File: config.mk
export PLATFORM = sky130hd
export DESIGN_NAME = pwm_channel_flat
export DESIGN_NICKNAME = d
export VERILOG_FILES = /design/src/rtl/pwm_pkg.sv /design/src/rtl/pwm_channel_if.sv /design/src/rtl/tick_sync.sv /design/src/rtl/pwm_channel.sv /design/src/flat_wrapper.sv
export SDC_FILE = /design/constraint.sdc
export NUM_CORES = 1
export LEC_CHECK = 0
export BUFFER_PORTS_ARGS = -buffer_cell sky130_fd_sc_hd__clkbuf_2
export CORE_MARGIN = 2
export CORE_UTILIZATION = 50
export CTS_BUF_LIST = sky130_fd_sc_hd__clkbuf_8 sky130_fd_sc_hd__clkbuf_16
export DETAILED_ROUTE_END_ITERATION = 10
export PLACE_DENSITY = 0.72
export SYNTH_ARGS = -nofsm -noshare
export SYNTH_HDL_FRONTEND = slang
export SYNTH_HIERARCHICAL = 1
export SYNTH_SLANG_ARGS = --single-unit
File: constraint.sdc
create_clock -name clk -period 2.38 [get_ports clk]
set_clock_uncertainty 0.15 [all_clocks]
set_input_delay 0.119 -clock clk [delete_from_list [all_inputs] [get_ports clk]]
set_output_delay 0.119 -clock clk [all_outputs]
set_load 0.005 [all_outputs]
File: src/rtl/pwm_pkg.sv
// Shared definitions for the PWM channel: default sizing, state encoding, duty clamp.
package pwm_pkg;

    localparam int unsigned PERIOD_TICKS_DEF = 20000;
    localparam int unsigned CNT_W_DEF        = 15;

    localparam logic ST_IDLE = 1'b0;
    localparam logic ST_RUN  = 1'b1;

    typedef enum logic {
        S_IDLE = ST_IDLE,
        S_RUN  = ST_RUN
    } state_t;

    // Saturate a requested duty at the frame length (100 %).
    function automatic logic [31:0] clamp_duty(input logic [31:0] value, input logic [31:0] limit);
        return (value > limit) ? limit : value;
    endfunction

endpackage

File: src/rtl/pwm_channel_if.sv
// Duty-load handshake between a duty source and a PWM channel.
interface pwm_channel_if
    import pwm_pkg::*;
#(
    parameter int unsigned CNT_W = CNT_W_DEF
) ();

    logic [CNT_W-1:0] duty_in;
    logic             duty_valid;
    logic             duty_ready;

    modport master (
        output duty_in,
        output duty_valid,
        input  duty_ready
    );

    modport slave (
        input  duty_in,
        input  duty_valid,
        output duty_ready
    );

endinterface

File: src/rtl/tick_sync.sv
// Brings the divider's 1 MHz level into the clk domain and emits a one-clk pulse per rising edge.
module tick_sync (
    input  logic clk,
    input  logic rst,
    input  logic clk_1MHz,
    output logic tick
);

    logic sync1;
    logic sync2;
    logic sync3;

    // Two-flop synchroniser followed by one history flop for edge detection.
    always_ff @(posedge clk) begin
        if (rst) begin
            sync1 <= 1'b0;
            sync2 <= 1'b0;
            sync3 <= 1'b0;
        end else begin
            sync1 <= clk_1MHz;
            sync2 <= sync1;
            sync3 <= sync2;
        end
    end

    assign tick = sync2 & ~sync3;

endmodule

File: src/rtl/pwm_channel.sv
// Single PWM channel on a 1 us timebase; new duty values take effect only at frame boundaries.
module pwm_channel
    import pwm_pkg::*;
#(
    parameter int unsigned PERIOD_TICKS = PERIOD_TICKS_DEF,
    parameter int unsigned CNT_W        = CNT_W_DEF
) (
    input  logic             clk,
    input  logic             rst,
    input  logic             clk_1MHz,
    input  logic             enable,
    pwm_channel_if.slave     duty_bus,
    output logic             pwm_out,
    output logic             period_start,
    output logic [CNT_W-1:0] duty_active
);

    localparam logic [CNT_W-1:0] LAST_CNT = CNT_W'(PERIOD_TICKS - 1);

    state_t           state_q;
    state_t           state_d;
    logic [CNT_W-1:0] cnt_q;
    logic [CNT_W-1:0] cnt_d;
    logic             pending_q;
    logic             pending_d;
    logic [CNT_W-1:0] shadow_q;
    logic [CNT_W-1:0] shadow_d;
    logic [CNT_W-1:0] duty_active_d;
    logic             period_start_d;
    logic             pwm_d;
    logic             commit;
    logic             xfer;
    logic             tick;

    tick_sync u_tick_sync (
        .clk      (clk),
        .rst      (rst),
        .clk_1MHz (clk_1MHz),
        .tick     (tick)
    );

    assign duty_bus.duty_ready = ~pending_q;
    assign xfer                = duty_bus.duty_valid & ~pending_q;

    // Frame sequencing: counter, frame-start pulse and commit point for the shadow duty.
    always_comb begin
        state_d        = state_q;
        cnt_d          = cnt_q;
        period_start_d = 1'b0;
        commit         = 1'b0;
        case (state_q)
            S_IDLE: begin
                cnt_d  = '0;
                commit = pending_q;
                if (enable) begin
                    state_d        = S_RUN;
                    period_start_d = 1'b1;
                end
            end
            S_RUN: begin
                if (!enable) begin
                    state_d = S_IDLE;
                    cnt_d   = '0;
                end else if (tick) begin
                    if (cnt_q == LAST_CNT) begin
                        cnt_d          = '0;
                        period_start_d = 1'b1;
                        commit         = pending_q;
                    end else begin
                        cnt_d = cnt_q + CNT_W'(1);
                    end
                end
            end
            default: begin
                state_d = S_IDLE;
                cnt_d   = '0;
            end
        endcase
    end

    // Shadow register: a transfer can only land while nothing is pending, so it never races a commit.
    always_comb begin
        pending_d     = pending_q;
        shadow_d      = shadow_q;
        duty_active_d = duty_active;
        if (commit) begin
            duty_active_d = shadow_q;
            pending_d     = 1'b0;
        end
        if (xfer) begin
            pending_d = 1'b1;
            shadow_d  = CNT_W'(clamp_duty(32'(duty_bus.duty_in), 32'(PERIOD_TICKS)));
        end
    end

    assign pwm_d = (state_q == S_RUN) && (cnt_q < duty_active);

    always_ff @(posedge clk) begin
        if (rst) begin
            state_q      <= S_IDLE;
            cnt_q        <= '0;
            pending_q    <= 1'b0;
            shadow_q     <= '0;
            duty_active  <= '0;
            period_start <= 1'b0;
            pwm_out      <= 1'b0;
        end else begin
            state_q      <= state_d;
            cnt_q        <= cnt_d;
            pending_q    <= pending_d;
            shadow_q     <= shadow_d;
            duty_active  <= duty_active_d;
            period_start <= period_start_d;
            pwm_out      <= pwm_d;
        end
    end

endmodule

File: src/flat_wrapper.sv
// flat-port wrapper written by rule: the top's interface ports become plain ports
module pwm_channel_flat import pwm_pkg::*;
#(
    parameter int unsigned PERIOD_TICKS = PERIOD_TICKS_DEF,
    parameter int unsigned CNT_W        = CNT_W_DEF
)
  (clk, rst, clk_1MHz, enable, pwm_out, period_start, duty_active, duty_bus_duty_in, duty_bus_duty_valid, duty_bus_duty_ready);
  pwm_channel_if #(.CNT_W(CNT_W)) duty_bus_i ();
  input  logic clk;
  input  logic rst;
  input  logic clk_1MHz;
  input  logic enable;
  output logic pwm_out;
  output logic period_start;
  output logic [CNT_W-1:0] duty_active;
  input wire logic [$bits(duty_bus_i.duty_in)-1:0] duty_bus_duty_in;
  input wire logic [$bits(duty_bus_i.duty_valid)-1:0] duty_bus_duty_valid;
  output wire logic [$bits(duty_bus_i.duty_ready)-1:0] duty_bus_duty_ready;
  assign duty_bus_i.duty_in = duty_bus_duty_in;
  assign duty_bus_i.duty_valid = duty_bus_duty_valid;
  assign duty_bus_duty_ready = duty_bus_i.duty_ready;
  pwm_channel #(.PERIOD_TICKS(PERIOD_TICKS), .CNT_W(CNT_W)) u_core (.clk(clk), .rst(rst), .clk_1MHz(clk_1MHz), .enable(enable), .duty_bus(duty_bus_i), .pwm_out(pwm_out), .period_start(period_start), .duty_active(duty_active));
endmodule
==> results of run 1 <==
worst max path at each step:
stage	startpoint	endpoint	slack, ns	cells after the start
finish	u_core/cnt_q[1]$_SDFFE_PP0P_	u_core/cnt_q[14]$_SDFFE_PP0P_	0.11	5
CTS	u_core/cnt_q[6]$_SDFFE_PP0P_	u_core/duty_active[0]$_SDFFE_PP0P_	0.09	5
global route	u_core/cnt_q[1]$_SDFFE_PP0P_	u_core/cnt_q[14]$_SDFFE_PP0P_	0.02	5
global placement	u_core/cnt_q[8]$_SDFFE_PP0P_	u_core/duty_active[2]$_SDFFE_PP0P_	0.18	5
floorplan	u_core/cnt_q[6]$_SDFFE_PP0P_	u_core/duty_active[5]$_SDFFE_PP0P_	0.21	6
detailed placement	u_core/cnt_q[6]$_SDFFE_PP0P_	u_core/duty_active[11]$_SDFFE_PP0P_	0.09	5
sequential cells by signal (all words and copies together) (netlist names):
| register | flops |
|---|---|
| u_core/pending_q | 1 |
| u_core/u_tick_sync/sync3 | 1 |
| u_core/pwm_out | 1 |
| u_core/shadow_q | 15 |
| u_core/u_tick_sync/sync2 | 1 |
| u_core/duty_active | 15 |
| u_core/u_tick_sync/sync1 | 1 |
| u_core/state_q | 1 |
| u_core/period_start | 1 |
| u_core/cnt_q | 15 |
report_power, final:
part           internal (mW)  leakage (nW)  switching [mW]  total [mW]
logic                 0.0812         0.737          0.0864       0.168
registers              0.895         0.423          0.0172       0.912
clock network          0.209        0.0445           0.291       0.500
total                   1.18          1.20           0.395        1.58
cell families after synthesis:
family          synth area share [%]
xor+xnor                        4.28
simple gates                    24.3
fa+ha+maj                       7.64
mux                             6.11
compound gates                  9.83
flops                           42.4
buf+inv                         5.45
layout by cell type (no fill, tap or decap), types with 8 or more instances in the layout:
cell and n:
inv_1 19, dfxtp_1 52, dlygate4sd3_1 17, clkbuf_2 37
nand2_1 21, buf_4 12, a21oi_1 18, ha_1 15
mux2i_1 15, xnor2_1 10, nor2_1 46, nor2b_1 8
nor3_1 9, nand3_1 18
metal layers:
metal | track usage, % | vias to the layer above | routed length, um
li1 | - | 1091 | -
met1 | 27.7 | 992 | 2550
met2 | 40.4 | 44 | 2670
met3 | 4.47 | 11 | 224
met4 | 8.69 | 0 | 123
met5 | 0 | - | 0
worst max-delay path, delay by kind of cell (launching register included):
family,cells,cell delay [ns]
adder cells (fa/ha/maj),1,0.22
flip-flops,1,0.42
AO/OA/AOI/OAI,1,0.11
AND/OR/NAND/NOR,3,1.27
area by class of cell:
cell class,count,share of cell area (%)
Multi-Input combinational cell,199,42.0
Sequential cell,52,34.1
Timing Repair Buffer,68,15.9
Tap cell,67,2.74
Inverter,19,2.34
Clock buffer,5,2.25
Clock inverter,3,0.696
repair_timing:
action                     CTS  global route
buffers inserted             0             4
hold buffers                17             0
setup endpoints to repair    0             3
hold endpoints to repair    17             0
==> reports/qor.txt, run 1 <==
Count leader, synth: dfxtp_1
Slew headroom: 66.6%
Post-DRT Antenna Nets: 0
Yosys warns: 6
Starting density of the core: 52.0%
Reg2reg end: u_core/cnt_q[14]$_SDFFE_PP0P_
Post-route clock period utilization: 95.5%
Worst-case reg-to-reg path depth: 5
Width of the die: 74.1 um
Multi-input gate area: 1280 um2
DR vias: 2138
Sequential cell area fraction in the yosys report: 42.4%
Worst R2R Setup Slack: 0.11 ns
Fin cells: 413
Post-synth EDFFs: 0
Resized Gates After CTS: 0
CP peak stage delay: 0.57 ns
Starting DRC count in detailed routing: 140
Site row count: 25
Grt ovf: 0
Gpl congestion: 0.863
Final core utilization: 64.7%
Status: finished, final reports clean
Setup Viol. Count Final: 0
Critical path, cell by cell: ha_1, nand3_1, or4_1, or4b_1, o311ai_0
Die Area: 5490 um2
Die Y: 74.1 um
Slew @ Worst Pin: 0.499 ns
Core area: 4720 um2
CP max-delay cell: or4_1
Worst hold stages: 2
TNS Setup: 0 ns
RSZ-0062 raised after global routing: false
Post-synthesis cell type count: 40
P per Cell Area: 517 nW/um2
Total Routing Usage GR: 22.9%
Ports: 38
Initial antenna violation count: 0
Sink Count: 52
Slew Limit Fails: 0
Max cap viols: 0
CP Launch Type: flop
Cell area after synthesis: 2460 um2
TritonCTS buffer count: 5
Hold slack: 0.0982 ns
Root Driver: clkbuf_8
Global-route wire length before repair: 9540 um
Syn Area/Cell: 8.75 um2
CTS Buffer Depth: 2
# fillers: 418
Total chip power: 1.58 mW
Ys async rst share: 0%
Total placed cells including tap cells: 384
Post-route setup slack: 0.106 ns
Post-synth top cells: dfxtp_1 (52), nor2_1 (46), nand2_1 (21), inv_1 (19)
Final Critical Period: 2.27 ns
Pleak: 1.20 nW
Syn nets: 316
N_diodes: 0
Routed WL per cell: 13.5 um
Routed WL: 5570 um
Synth area leader: dfxtp_1
Vias per cell: 5.18
Max Freq: 440 MHz
Placed cell area: 2750 um2
Reg area: 1040 um2
Top_reg_cell synth: dfxtp_1
Hold endpoint: u_core/duty_active[13]$_SDFFE_PP0P_
Endpoint type of the worst setup path: flop
Dominant cells by area after synthesis: dfxtp_1 (42%), ha_1 (7.6%), nor2_1 (7.0%)
Drt drc: 0
Worst slack, placed: 0.0880 ns
WS Path Type: reg -> reg
Area Overhead vs Synth: 24.3%
Final hold violation count: 0
Crit Reg-Reg Startpoint: u_core/cnt_q[1]$_SDFFE_PP0P_
#FFs+latches synth: 52
Arr. time, crit path: 2.31 ns
Crit-path max FO: 5
Reg clk slew, reported paths: 0.10 ns
Final net count: 380
Vias in the first global route: 2064
Area share of the largest cell type after synthesis: 42.4%
First-pass iteration count of the detailed router: 4
VDD IR max: 362 uV
Htree depth: 2
Critical Path RT: 2.42 ns
CTS tree: done
HP Start: rst
Largest net degree at the start of global routing: 26
Post-route design area: 3050 um2
Hpwl dp: 3970 um
Syn Inst Count: 281
Port bufs: 37
Layout cells sized above 1: 19.1%
Clock Latency Late Sink: 0.31 ns
Hold Crit Class: in -> reg
(Power assumes the default switching activity.)
==> inputs of run 2 (changes only) <==
--- a/config.mk
+++ b/config.mk
@@ -10,7 +10,7 @@
 export CORE_UTILIZATION = 50
 export CTS_BUF_LIST = sky130_fd_sc_hd__clkbuf_8 sky130_fd_sc_hd__clkbuf_16
 export DETAILED_ROUTE_END_ITERATION = 10
-export PLACE_DENSITY = 0.72
+export PLACE_DENSITY = 0.8
 export SYNTH_ARGS = -nofsm -noshare
 export SYNTH_HDL_FRONTEND = slang
 export SYNTH_HIERARCHICAL = 1
==> reports/qor.txt, run 2 (synthesis results as in run 1) <==
Final core utilization: 64.6% (about the same)
Commonest non-fill, non-tap cell in the layout: dfxtp_1
P_sw: 0.391 mW (-1.0%)
Status: finished, final reports clean
WS Path Type: reg -> reg
Endpoint type of the worst setup path: flop
Root Driver: clkbuf_8
Site row count: 25 (unchanged)
Slew headroom: 64.2% (-2.4 points)
Routed WL per cell: 14.0 um (+4.0%)
Delay-heaviest family, CP: simple AND/OR/NAND/NOR gates
Post-DRT Antenna Nets: 0 (unchanged)
Layout cells sized above 1: 18.3% (-0.81 points)
RSZ-0062 raised after global routing: false
Gpl congestion: 0.853 (-1.2%)
Vias in the first global route: 2202 (+6.7%)
Clk pwr share: 32.3% (+0.6 points)
Flop pwr share: 57.1% (-0.6 points)
Hpwl dp: 3840 um (-3.3%)
CTS Buffer Depth: 2 (unchanged)
Most frequent cells in the layout: dfxtp_1 (52), nor2_1 (46), clkbuf_2 (37), nand2_1 (21), inv_1 (20)
Crit-path max FO: 10 (+5)
# fillers: 381 (-8.9%)
First-pass iteration count of the detailed router: 4 (unchanged)
CTS tree: done
TNS Setup: 0 ns (unchanged)
VDD IR max: 485 uV (+34%)
Buffers and inverters on the worst path: 1 (+1)
Sw frac: 24.4% (-0.55 points)
Reg clk slew, reported paths: 0.09 ns (about the same)
Slew @ Worst Pin: 0.535 ns (+0.0360 ns)
Arr. time, crit path: 2.28 ns (-0.03 ns)
Core area: 4720 um2 (unchanged)
Starting density of the core: 52.0% (unchanged)
Final hold violation count: 0 (unchanged)
Width of the die: 74.1 um (unchanged)
Critical Path RT: 2.42 ns (about the same)
Port bufs: 37 (unchanged)
Setup Viol. Count Final: 0 (unchanged)
Clock Latency Late Sink: 0.31 ns (about the same)
Htree depth: 2 (unchanged)
Vias per cell: 5.34 (+3.2%)
Area Overhead vs Synth: 24.2% (about the same)
CP peak stage delay: 0.60 ns (+0.03 ns)
Largest net degree at the start of global routing: 38 (+46%)
CP max-delay cell: or4b_1
TritonCTS buffer count: 5 (unchanged)
P_int: 1.21 mW (+2.0%)
Starting DRC count in detailed routing: 138 (-1.4%)
Sink Count: 52 (unchanged)
Final net count: 379 (-0.26%)
Hold Crit Class: in -> reg
Global-route wire length before repair: 9550 um (about the same)
Total Routing Usage GR: 22.6% (-0.31 points)
DR vias: 2202 (+3.0%)
Ports: 38 (unchanged)
Max Freq: 446 MHz (+1.5%)
Routed WL: 5790 um (+3.8%)
Die Y: 74.1 um (unchanged)
Critical path, cell by cell: or4b_1, nor4_4, o2bb2ai_4, buf_12, mux2i_1, nor2_1
Final Critical Period: 2.24 ns (-0.0332 ns)
Slew Limit Fails: 0 (unchanged)
Grt ovf: 0 (unchanged)
CP Launch Type: flop
P per Cell Area: 524 nW/um2 (+1.3%)
Max cap viols: 0 (unchanged)
N_diodes: 0 (unchanged)
Post-route clock period utilization: 94.1% (-1.4 points)
Top Registers: u_core/cnt_q (15), u_core/duty_active (15), u_core/shadow_q (15)
Die Area: 5490 um2 (unchanged)
Drt drc: 0 (unchanged)
Pleak: 1.20 nW (about the same)
Initial antenna violation count: 0 (unchanged)
Comb pwr share: 10.6% (about the same)
==> run 2: cell count changes in the layout (fill, tap and decap cells not counted), sizes merged <==
| cell | before | now |
|---|---|---|
| buf | 14 | 12 |
| clkbuf | 42 | 43 |
| clkinv | 1 | 0 |
| dlygate4sd3 | 17 | 18 |
==> run 2: layer usage <==
layer	global-route usage (%)	routed length, um	vias up
li1	-	-	1086
met1	27.2	2530	1051
met2	39.8	2910	54
met3	4.34	240	11
met4	8.89	106	0
met5	0	0	-
==> run 2: path summary, 6_finish.rpt <==
path                                  startpoint                             endpoint  slack (ns)  depth (start not counted)
max                 u_core/cnt_q[8]$_SDFFE_PP0P_   u_core/duty_active[9]$_SDFFE_PP0P_        0.14                          6
min                                       enable        u_core/pending_q$_SDFFE_PP0P_        0.06                          4
max reg2reg         u_core/cnt_q[8]$_SDFFE_PP0P_   u_core/duty_active[9]$_SDFFE_PP0P_        0.14                          6
min reg2reg  u_core/u_tick_sync/sync1$_SDFF_PP0_  u_core/u_tick_sync/sync2$_SDFF_PP0_        0.30                          1
==> run 2: metrics by stage <==
stage	setup WS (ns)	total power [mW]	hold WS, ns	cells	area, um2
floorplan	0.214	1.02	0.0406	281	2460
finish	0.140	1.60	0.0554	412	3050
detailed placement	0.134	1.06	0.194	383	2740
CTS	0.106	1.60	0.0425	409	3020
global placement	0.160	1.06	0.185	383	2740
global route	0.0344	1.67	0.0791	412	3050
==> run 2: final cells by class <==
class	count	area (um2)	area share, %
timing repair buffer	67	480	15.7
clock buffer	6	82.6	2.70
multi-input combinational	199	1280	42.0
sequential	52	1040	34.1
inverter	19	71.3	2.34
tap	67	83.8	2.75
clock inverter	2	11.3	0.369
==> run 2: worst reg2reg max path, stage by stage, from the launching register on <==
cell and delay, ns:
dfxtp_1 0.36, or4b_1 0.60, nor4_4 0.38, o2bb2ai_4 0.20, buf_12 0.18, mux2i_1 0.20, nor2_1 0.05
==> run 2: power by group through the flow <==
stage | clock, mW | sequential, mW | combinational [mW]
after CTS | 0.533 | 0.912 | 0.156
final | 0.517 | 0.913 | 0.169
after detailed placement | 0 | 0.933 | 0.132
after global placement | 0 | 0.931 | 0.130
after global routing | 0.571 | 0.916 | 0.186
after floorplan | 0 | 0.926 | 0.0909
==> run 2: timing repair <==
action,4_1_cts,5_1_grt
resized for setup,0,0
hold buffers,18,0
setup endpoints to repair,0,5
hold endpoints to repair,18,0
buffers inserted,0,3
==> inputs of run 3 (changes only) <==
--- a/config.mk
+++ b/config.mk
@@ -11,6 +11,7 @@
 export CTS_BUF_LIST = sky130_fd_sc_hd__clkbuf_8 sky130_fd_sc_hd__clkbuf_16
 export DETAILED_ROUTE_END_ITERATION = 10
 export PLACE_DENSITY = 0.8
+export RECOVER_POWER = 50
 export SYNTH_ARGS = -nofsm -noshare
 export SYNTH_HDL_FRONTEND = slang
 export SYNTH_HIERARCHICAL = 1
==> reports/qor.txt, run 3 (synthesis results as in run 1) <==
Routed WL per cell: 13.9 um (-0.78%)
CP max-delay cell: or4b_1
Die Area: 5490 um2 (unchanged)
CP peak stage delay: 0.60 ns (about the same)
Critical Path RT: 2.40 ns (-0.02 ns)
M1 wire length: 2480 um (-1.9%)
Global-route wire length before repair: 9550 um (unchanged)
Routed WL: 5740 um (-0.78%)
Reg clk slew, reported paths: 0.09 ns (about the same)
Final net count: 379 (unchanged)
Crit-path max FO: 10 (unchanged)
Ports: 38 (unchanged)
Hpwl dp: 3840 um (unchanged)
Die Y: 74.1 um (unchanged)
Final Critical Period: 2.24 ns (+0.00287 ns)
VDD IR max: 485 uV (about the same)
CTS tree: done
Grt ovf: 0 (unchanged)
Starting DRC count in detailed routing: 156 (+13%)
Final core utilization: 64.2% (-0.48 points)
Site row count: 25 (unchanged)
Slew @ Worst Pin: 0.736 ns (+0.201 ns)
Critical path, cell by cell: or4b_1, nor4_4, o2bb2ai_4, buf_12, mux2i_1, nor2_1
Post-DRT Antenna Nets: 0 (unchanged)
Total Routing Usage GR: 22.6% (unchanged)
Arr. time, crit path: 2.27 ns (about the same)
Largest net degree at the start of global routing: 38 (unchanged)
Port bufs: 37 (unchanged)
N_diodes: 0 (unchanged)
Slew Limit Fails: 0 (unchanged)
Pleak: 1.15 nW (-4.0%)
Final hold violation count: 0 (unchanged)
Hold slack: 0.0551 ns (-0.000273 ns)
Met2 WL post-DR: 2880 um (-1.2%)
TNS Setup: 0 ns (unchanged)
Hold Crit Class: in -> reg
Area Overhead vs Synth: 23.3%
Top Registers: u_core/cnt_q (15), u_core/duty_active (15), u_core/shadow_q (15)
Drt drc: 0 (unchanged)
Starting density of the core: 52.0% (unchanged)
Layout cells sized above 1: 14.2% (-4.1 points)
Width of the die: 74.1 um (unchanged)
Max cap viols: 0 (unchanged)
CTS Buffer Depth: 2 (unchanged)
Status: finished, final reports clean
WS Path Type: reg -> reg
CP Launch Type: flop
# fillers: 391 (+2.6%)
RSZ-0062 raised after global routing: false
DR top layer: met4
TritonCTS buffer count: 5 (unchanged)
Setup Viol. Count Final: 0 (unchanged)
Core area: 4720 um2 (unchanged)
Gpl congestion: 0.853 (unchanged)
Initial antenna violation count: 0 (unchanged)
Htree depth: 2 (unchanged)
Clock Latency Late Sink: 0.31 ns (about the same)
P per Cell Area: 527 nW/um2 (+0.55%)
Endpoint type of the worst setup path: flop
Commonest non-fill, non-tap cell in the layout: dfxtp_1
Met3 wire length: 278 um (+16%)
Max Freq: 446 MHz (-0.13%)
Most frequent cells in the layout: dfxtp_1 (52), nor2_1 (46), clkbuf_2 (25), nand2_1 (21), inv_1 (20)
Vias per cell: 5.37 (+0.45%)
Resized Gates After CTS: 0 (unchanged)
DR vias: 2212 (+0.45%)
Post-route clock period utilization: 94.3% (+0.12 points)
Slew headroom: 50.9% (-13 points)
First-pass iteration count of the detailed router: 5 (+1)
Vias in the first global route: 2202 (unchanged)
Root Driver: clkbuf_8
Sink Count: 52 (unchanged)
[run 3: path summary, 6_finish.rpt]
| check | startpoint | end | slack (ns) | cells past startpoint |
|---|---|---|---|---|
| setup / recovery | u_core/cnt_q[8]$_SDFFE_PP0P_ | u_core/duty_active[8]$_SDFFE_PP0P_ | 0.14 | 6 |
| hold / removal | enable | u_core/pending_q$_SDFFE_PP0P_ | 0.06 | 4 |
| setup reg to reg | u_core/cnt_q[8]$_SDFFE_PP0P_ | u_core/duty_active[8]$_SDFFE_PP0P_ | 0.14 | 6 |
| hold reg to reg | u_core/u_tick_sync/sync1$_SDFF_PP0_ | u_core/u_tick_sync/sync2$_SDFF_PP0_ | 0.30 | 1 |
[run 3: metal layers]
layer	GRT usage [%]	vias up
met5	0	-
met4	8.89	0
met3	4.34	11
met2	39.8	63
met1	27.2	1049
li1	-	1089
[run 3: worst max-delay path, delay by kind of cell, from the launching register on]
family | cells | cell delay (ns)
DFF | 1 | 0.36
muxes | 1 | 0.20
and+or+nand+nor | 3 | 1.02
buffers and inverters | 1 | 0.18
AOI/OAI and AO/OA | 1 | 0.20
[run 3: metrics by stage]
step | setup WS [ns] | area, um2 | total power [mW] | std cells
after detailed placement | 0.134 | 2740 | 1.06 | 383
final | 0.137 | 3030 | 1.60 | 412
after global routing | 0.0154 | 3030 | 1.67 | 412
after floorplan | 0.214 | 2460 | 1.02 | 281
after CTS | 0.106 | 3020 | 1.60 | 409
after global placement | 0.160 | 2740 | 1.06 | 383
[run 3: cell type report]
type,instances,area [um2],area share [%]
multi-input combinational,199,1280,42.3
sequential,52,1040,34.4
timing repair buffer,67,458,15.1
tap,67,83.8,2.77
clock buffer,6,82.6,2.73
inverter,19,71.3,2.35
clock inverter,2,11.3,0.372
[run 3: repair_timing]
| action | 4_1_cts | 5_1_grt |
|---|---|---|
| hold buffers | 18 | 0 |
| buffers inserted | 0 | 3 |
| endpoints found under the setup margin | 0 | 5 |
| hold endpoints to repair | 18 | 0 |
[run 3: report_power, final]
part	switching (mW)	leakage, nW	internal [mW]
Combinational	0.0876	0.683	0.0791
Sequential	0.0178	0.423	0.895
Clock	0.284	0.0486	0.232
Total	0.390	1.15	1.21
